===== src/rtl/layer_bridge.sv =====
// layer_bridge: accepts a whole layer vector in one cycle and streams it
// out one activation word per handshake. Two vector buffers are used in
// ping-pong fashion so a new vector can land while the previous one is
// still draining. Vectors offered while both buffers are busy are dropped
// and counted.
module layer_bridge #(
    parameter int dataWidth = 16,
    parameter int neurons   = 16,
    parameter int order     = 0,
    parameter int dropWidth = 8,
    localparam int idxWidth = $clog2(neurons)
) (
    input  logic                          clk,
    input  logic                          rst_n,
    input  logic                          in_valid,
    input  logic [neurons*dataWidth-1:0]  in_data,
    output logic                          in_ready,
    output logic                          out_valid,
    input  logic                          out_ready,
    output logic [dataWidth-1:0]          out_data,
    output logic [idxWidth-1:0]           out_index,
    output logic                          out_last,
    output logic                          overflow,
    output logic [dropWidth-1:0]          drop_count
);

    typedef enum logic {
        IDLE = 1'b0,
        SEND = 1'b1
    } state_t;

    localparam logic [idxWidth-1:0]  last_pos = idxWidth'(neurons - 1);
    localparam logic [dropWidth-1:0] drop_max = {dropWidth{1'b1}};

    // Buffer storage carries no reset; occupancy decides what is meaningful.
    logic [neurons*dataWidth-1:0] vec_buf_r [2];

    state_t                 state_r, state_s;
    logic [1:0]             count_r, count_s;
    logic                   wr_ptr_r, wr_ptr_s;
    logic                   rd_ptr_r, rd_ptr_s;
    logic [idxWidth-1:0]    pos_r, pos_s;
    logic                   overflow_r, overflow_s;
    logic [dropWidth-1:0]   drop_count_r, drop_count_s;

    logic                   out_valid_s;
    logic                   xfer_s;
    logic                   last_xfer_s;
    logic                   in_ready_s;
    logic                   accept_s;
    logic                   drop_s;
    logic [idxWidth-1:0]    word_idx_s;

    // A full pair of buffers can still take a vector in the cycle the
    // draining one hands over its final word.
    assign out_valid_s = (count_r != 2'd0);
    assign xfer_s      = out_valid_s & out_ready;
    assign last_xfer_s = xfer_s & (pos_r == last_pos);
    assign in_ready_s  = (count_r < 2'd2) | ((count_r == 2'd2) & last_xfer_s);
    assign accept_s    = in_valid & in_ready_s;
    assign drop_s      = in_valid & ~in_ready_s;
    assign word_idx_s  = (order != 0) ? (last_pos - pos_r) : pos_r;

    assign in_ready   = in_ready_s;
    assign out_valid  = out_valid_s;
    assign out_index  = word_idx_s;
    assign out_last   = out_valid_s & (pos_r == last_pos);
    assign out_data   = vec_buf_r[rd_ptr_r][int'(word_idx_s) * dataWidth +: dataWidth];
    assign overflow   = overflow_r;
    assign drop_count = drop_count_r;

    // Next-state computation for pointers, occupancy, word position, drops and FSM.
    always_comb begin
        state_s      = state_r;
        count_s      = count_r;
        wr_ptr_s     = wr_ptr_r;
        rd_ptr_s     = rd_ptr_r;
        pos_s        = pos_r;
        overflow_s   = drop_s;
        drop_count_s = drop_count_r;

        if (xfer_s) begin
            if (pos_r == last_pos) begin
                pos_s    = {idxWidth{1'b0}};
                rd_ptr_s = ~rd_ptr_r;
            end else begin
                pos_s = pos_r + idxWidth'(1);
            end
        end else begin
            pos_s = pos_r;
        end

        if (accept_s) begin
            wr_ptr_s = ~wr_ptr_r;
        end else begin
            wr_ptr_s = wr_ptr_r;
        end

        case ({accept_s, last_xfer_s})
            2'b10:   count_s = count_r + 2'd1;
            2'b01:   count_s = count_r - 2'd1;
            default: count_s = count_r;
        endcase

        if (drop_s && (drop_count_r != drop_max)) begin
            drop_count_s = drop_count_r + dropWidth'(1);
        end else begin
            drop_count_s = drop_count_r;
        end

        case (state_r)
            IDLE: begin
                if (accept_s) begin
                    state_s = SEND;
                end else begin
                    state_s = IDLE;
                end
            end
            SEND: begin
                if (last_xfer_s && !accept_s && (count_r == 2'd1)) begin
                    state_s = IDLE;
                end else begin
                    state_s = SEND;
                end
            end
            default: state_s = IDLE;
        endcase
    end

    // Control state register with synchronous active-low reset.
    always_ff @(posedge clk) begin
        if (!rst_n) begin
            state_r      <= IDLE;
            count_r      <= 2'd0;
            wr_ptr_r     <= 1'b0;
            rd_ptr_r     <= 1'b0;
            pos_r        <= {idxWidth{1'b0}};
            overflow_r   <= 1'b0;
            drop_count_r <= {dropWidth{1'b0}};
        end else begin
            state_r      <= state_s;
            count_r      <= count_s;
            wr_ptr_r     <= wr_ptr_s;
            rd_ptr_r     <= rd_ptr_s;
            pos_r        <= pos_s;
            overflow_r   <= overflow_s;
            drop_count_r <= drop_count_s;
        end
    end

    // Capture an accepted vector into the buffer selected by the write pointer.
    always_ff @(posedge clk) begin
        if (rst_n && accept_s) begin
            vec_buf_r[wr_ptr_r] <= in_data;
        end
    end

endmodule


===== config.mk =====
export PLATFORM = sky130hd
export DESIGN_NAME = layer_bridge
export DESIGN_NICKNAME = d
export VERILOG_FILES = /design/src/rtl/layer_bridge.sv
export SDC_FILE = /design/constraint.sdc
export NUM_CORES = 1
export LEC_CHECK = 0
export ABC_AREA = 0
export ABC_CLOCK_PERIOD_IN_PS = 35800
export CORE_MARGIN = 3
export CORE_UTILIZATION = 28
export DETAILED_ROUTE_END_ITERATION = 10
export PLACE_DENSITY = 0.53
export SYNTH_ARGS = -nofsm -noshare
export SYNTH_HDL_FRONTEND = slang
export SYNTH_SLANG_ARGS = --single-unit

===== constraint.sdc =====
create_clock -name clk -period 35.8 [get_ports clk]
set_input_delay 3.58 -clock clk [delete_from_list [all_inputs] [get_ports clk]]
set_output_delay 3.58 -clock clk [all_outputs]
set_load 0.05 [all_outputs]

# Yosys cells after proc, flatten, opt, wreduce, memory -nomap -nowiden
# Memories as Yosys holds them, arrays and structs flattened. A register that Yosys moved wholly into a read port is not among the register bits.
# Index checks and enable logic that the tools add are counted.
# word_totals
ff_bits	17
latchBits	0
mem_bits_rw	512
mem_bits_ro	0
in_bits	260
output_inout_bits	32
word_cells	39
n_memories	1
# classes
add_sub_neg	4
mul	0
div_mod_pow	0
order_cmp	1
eq_ne	5
shift	1
n_mux	6
bitwise_logic	10
reduce_logical	5
# mem_list
memory	words	width	rd	rd_clocked_by_memory_dff	write_ports	line_no	text
vec_buf_r	2	256	1	1	1	36	logic [neurons*dataWidth-1:0] vec_buf_r [2];
# op_table
op	count
indexed part select 256 x 9 -> 16 bit	1
adder 8 x 1 -> 8 bit, second input constant	1
inequality test 8 bit, second input constant	1
bitwise AND 1 bit	6
adder 4 x 1 -> 4 bit, second input constant	1
== test 2 bit, second input constant	2
== test 4 bit, second input constant	1
2-to-1 mux 1 bit	4
2-to-1 mux 4 bit	1
case mux 2 bit (2 select lines)	1
nonzero test 2 bit	2
NOT 1 bit	3
adder 2 x 1 -> 2 bit, second input constant	1
== test 2 x 1 -> 1 bit, second input constant	1
logical AND 1 bit	2
less-than comparator 2 bit, second input constant	1
AND reduction 2 bit	1
subtractor 2 x 1 -> 2 bit, second input constant	1
bitwise OR 1 bit	1

# Longest topological paths before layout
# logic_depth
depth_word	9
ltp_mapped	8
mapped_depth_nobuf	8

# Least setup slack after synthesis
# OpenSTA, ideal clock, no wires.
# synth_timing
path_type	in2reg
start	in out_ready
end	mem vec_buf_r[0][0] (netlist name), enable pin
setup_ns	1.184
arrival_time_ns	22.475
required_time_ns	34.616
path_slack_ns	12.141
path_stages	4
path_buffers	0
cell_sequence	nand2b_1 o21ai_0 nand2_1 nor3_1
# synth_via
elab_chain_len	8
# synth_rtl
item	line_no	text
start, declared	19	input logic out_ready,
bitwise AND 1 bit	57	assign xfer_s = out_valid_s & out_ready;
bitwise AND 1 bit	58	assign last_xfer_s = xfer_s & (pos_r == last_pos);
bitwise AND 1 bit	59	assign in_ready_s = (count_r < 2'd2) | ((count_r == 2'd2) & last_xfer_s);
bitwise OR 1 bit	59	
via in_ready	17	output logic in_ready,
bitwise AND 1 bit	60	assign accept_s = in_valid & in_ready_s;
logical AND 1 bit	153	if (rst_n && accept_s) begin
2-to-1 mux 1 bit	153	
2-to-1 mux 1 bit (implied by the code)	154	vec_buf_r[wr_ptr_r] <= in_data;
end, declared	36	
# The timed path passes the listed nets, and every way through them passes these cells.

# Worst setup path after layout
# layout_timing
start	in out_ready
end	out in_ready
# layout_via
elab_chain_len	4
# layout_rtl
item	line_no
bitwise AND 1 bit	57
bitwise AND 1 bit	58
bitwise AND 1 bit	59
bitwise OR 1 bit	59
end, declared	17
# Every way passes these cells.

==> reports/metrics.cfg <==
[status]
outcome = finished, final reports clean

[synth]
synthSimpleGateAreaFrac_pct = 2.60
synth_compound_area_share_pct = 3.10
synth_cell_types = 42
synthAdderAreaFrac_pct = 0.183
avgSynthCellArea_um2 = 20.4
syn_nets = 1267
synth.area.top_cells = edfxtp_1 (75%), mux4_2 (11%), mux2i_1 (3.3%)
synth.largest_area_cell = edfxtp_1
synthCells = 1004
muxShareOfSynthArea_pct = 15.6
synth_top_family_by_area = multiplexers
ys_seq_area_share_pct = 76.7
synth_xor_area_share_pct = 0.171
synth_top_area_share_pct = 74.9
synth_area_mm2 = 0.0205
yosys_warnings = 0
synth_seq_cells = 530

[global_route]
track_usage_pct = 13.5
antenna_found_initial = 21
grt_pass1_vias = 11500
grt_max_degree = 167
gr-total-overflow = 0
grt_pass1_wl_um = 76400

[placed_design]
dp_hpwl_um = 35200
dpl-instance-area_mm2 = 0.0244
gp_congestion = 0.777
port_buffers = 291

[critical_path]
worstSetupPathType = in -> out
crit_fanout = 4
reg2reg_depth = 8
crit_required_ns = 32.22
cp.arrival_ns = 5.52
endpoint_kind = primary output
start_kind = input pin

[min_path]
hold_depth = 1
hp-class = reg -> reg

[clock_network]
cts_tree = yes
cts.sinks = 530
cts_buffers = 57
clock_tree.root_cell = clkbuf_16
clockBufferDepth = 3
cts_hold_buf = 0
clock_latency_ns = 0.60
htreeDepth = 2
post-cts-setup-buffers = 0
cts.clk_slew.worst_paths_ns = 0.06
post_cts_resized = 0

[power_and_ir_drop]
power.leakage_nw = 7.99
power.total_mw = 1.39
powerDensity_mw_per_mm2 = 52.8
vdd_drop_max_v = 0.0000389

[route]
drt_drc_violations_left = 0
drt-initial-drc-count = 652
wl_per_cell_um = 22.8
ant_nets = 0
wl_um = 53000
via_per_inst = 4.54
via_count = 10600
first_pass_iters = 5

[timing]
rsz0062_at_grt = no
timing.setup.tns_ns = 0
slew_violations = 0
relSlewSlack_pct = 23.9
skew_ns = 0.0176
max_freq_mhz = 110
fin_crit_sh_pct = 25.4
final_hold_viol_count = 0
fin_crit_ns = 9.10
setup_violations = 0
tightest_slew_ns = 1.14

[final_layout]
nFillCells = 6739
multi_input_area_mm2 = 0.00445
syn_to_final_growth_pct = 28.1
final_nets = 1578
stdcell_area_mm2 = 0.0263
drive_gt1_share_pct = 17.1
register_area_mm2 = 0.0157

[floorplanning]
row_count = 98
die_w_um = 277
fp.dieArea_mm2 = 0.0766
ios = 292
initial_core_util_pct = 28.5
coreArea_mm2 = 0.0721
die_h_um = 277

[job]
maxCapViolCount = 0

where the power goes:
| group | leakage (nW) | switching (mW) | internal, mW |
|---|---|---|---|
| logic | 2.26 | 0.0535 | 0.0503 |
| clock network | 0.887 | 0.234 | 0.335 |
| registers | 4.84 | 0.00736 | 0.708 |
| total | 7.99 | 0.295 | 1.09 |
Yosys cell counts:
cell type  count
or2_2          1
or4_1          1
nor2b_1        2
nand2b_1       2
xor2_1         2
or3_1          2
o21ai_0        6
mux2i_1       67
nand3b_1       2
o211ai_1      18
buf_8          1
and3_1         1
o311ai_0       1
a21oi_1       23
ha_1           3
xnor2_1        2
nand4_1        1
mux4_2        96
dfxtp_1       18
buf_6          7
nand3_1        5
buf_1          5
buf_2         14
inv_1          3
nand2_1       60
o41ai_1        1
nor3_1         4
buf_4          5
o22a_1        16
o31a_1         1
o311a_1        1
edfxtp_1     512
a21o_1         1
mux2_2        32
buf_12         2
o21bai_1       1
nor2_1        42
clkbuf_1      21
o21a_1         2
and4b_1        1
and4_1         2
o2111ai_1     17
state kept, by name (all words and copies together), names as in the netlist, named ones only:
name,count
count_r,2
drop_count,8
out_index,4
overflow,1
rd_ptr_r,1
vec_buf_r,512
wr_ptr_r,1
per-layer routing:
metal  track usage [%]  part of all wire [%]  up-vias
met5                 0                  0.21        -
met4              3.29                   1.7       18
met3              4.38                   6.8       79
met2              22.5                    49      271
met1              17.3                    42     5421
li1                  -                     -     4777
final timing paths:
check	startpoint	endpoint	slack, ns
worst max register to register	out_index[1]$_SDFFE_PN0P_	vec_buf_r[0][222]$_DFFE_PP_	31.60
worst max-delay path	out_ready	in_ready	26.70
worst min-delay path	drop_count[6]$_SDFFE_PN0P_	drop_count[6]$_SDFFE_PN0P_	0.52
worst min register to register	drop_count[6]$_SDFFE_PN0P_	drop_count[6]$_SDFFE_PN0P_	0.52
layout make-up:
type                            count  area share, %
Antenna cell                       14          0.133
Clock buffer                       71           5.79
Clock inverter                     35           1.10
Inverter                            3         0.0428
Multi-Input combinational cell    416           16.9
Sequential cell                   530           59.9
Tap cell                          950           4.52
Timing Repair Buffer              307           11.6
worst max-delay path, cell delays in order:
cell             delay (ns)
clkdlybuf4s50_1        0.52
nand2b_1               0.12
o21ai_0                0.40
clkdlybuf4s50_1        0.89
per-stage QoR:
step / setup slack [ns] / instances / hold slack (ns) / util [%]
3_5_place_dp: 26.74 / 2206 / 0.500 / 33.9
5_1_grt: 26.63 / 2317 / 0.559 / 36.4
4_1_cts: 26.72 / 2312 / 0.516 / 36.4
2_1_floorplan: 12.14 / 1004 / 0.481 / -
3_3_place_gp: 26.77 / 2206 / 0.496 / 33.9
6_report: 26.70 / 2326 / 0.516 / 36.5
cells in the final DEF (no fill, tap or decap), types with 3 or more instances in the layout:
cell type	Yosys	routed
a21oi_1	23	23
buf_4	5	15
bufinv_16	0	5
clkbuf_1	21	12
clkbuf_16	0	59
clkdlybuf4s50_1	0	291
clkinv_1	0	15
clkinv_2	0	12
dfxtp_1	18	13
dfxtp_2	0	3
diode_2	0	14
edfxtp_1	512	512
ha_1	3	3
inv_1	3	3
mux2_2	32	32
mux2i_1	67	67
mux4_2	96	96
nand2_1	60	60
nand3_1	5	5
nor2_1	42	42
o2111ai_1	17	17
o211ai_1	18	18
o21ai_0	6	6
o22a_1	16	16
cells by family (layout without fill, tap and decap cells):
| family | count (synthesis) | count (layout) |
|---|---|---|
| xor+xnor | 4 | 4 |
| compound gates | 88 | 88 |
| buf+inv | 58 | 416 |
| flops | 530 | 530 |
| other cells | 0 | 14 |
| mux | 195 | 195 |
| fa+ha+maj | 3 | 3 |
| simple gates | 126 | 126 |
No activity file was read; power rests on OpenSTA's default activity.
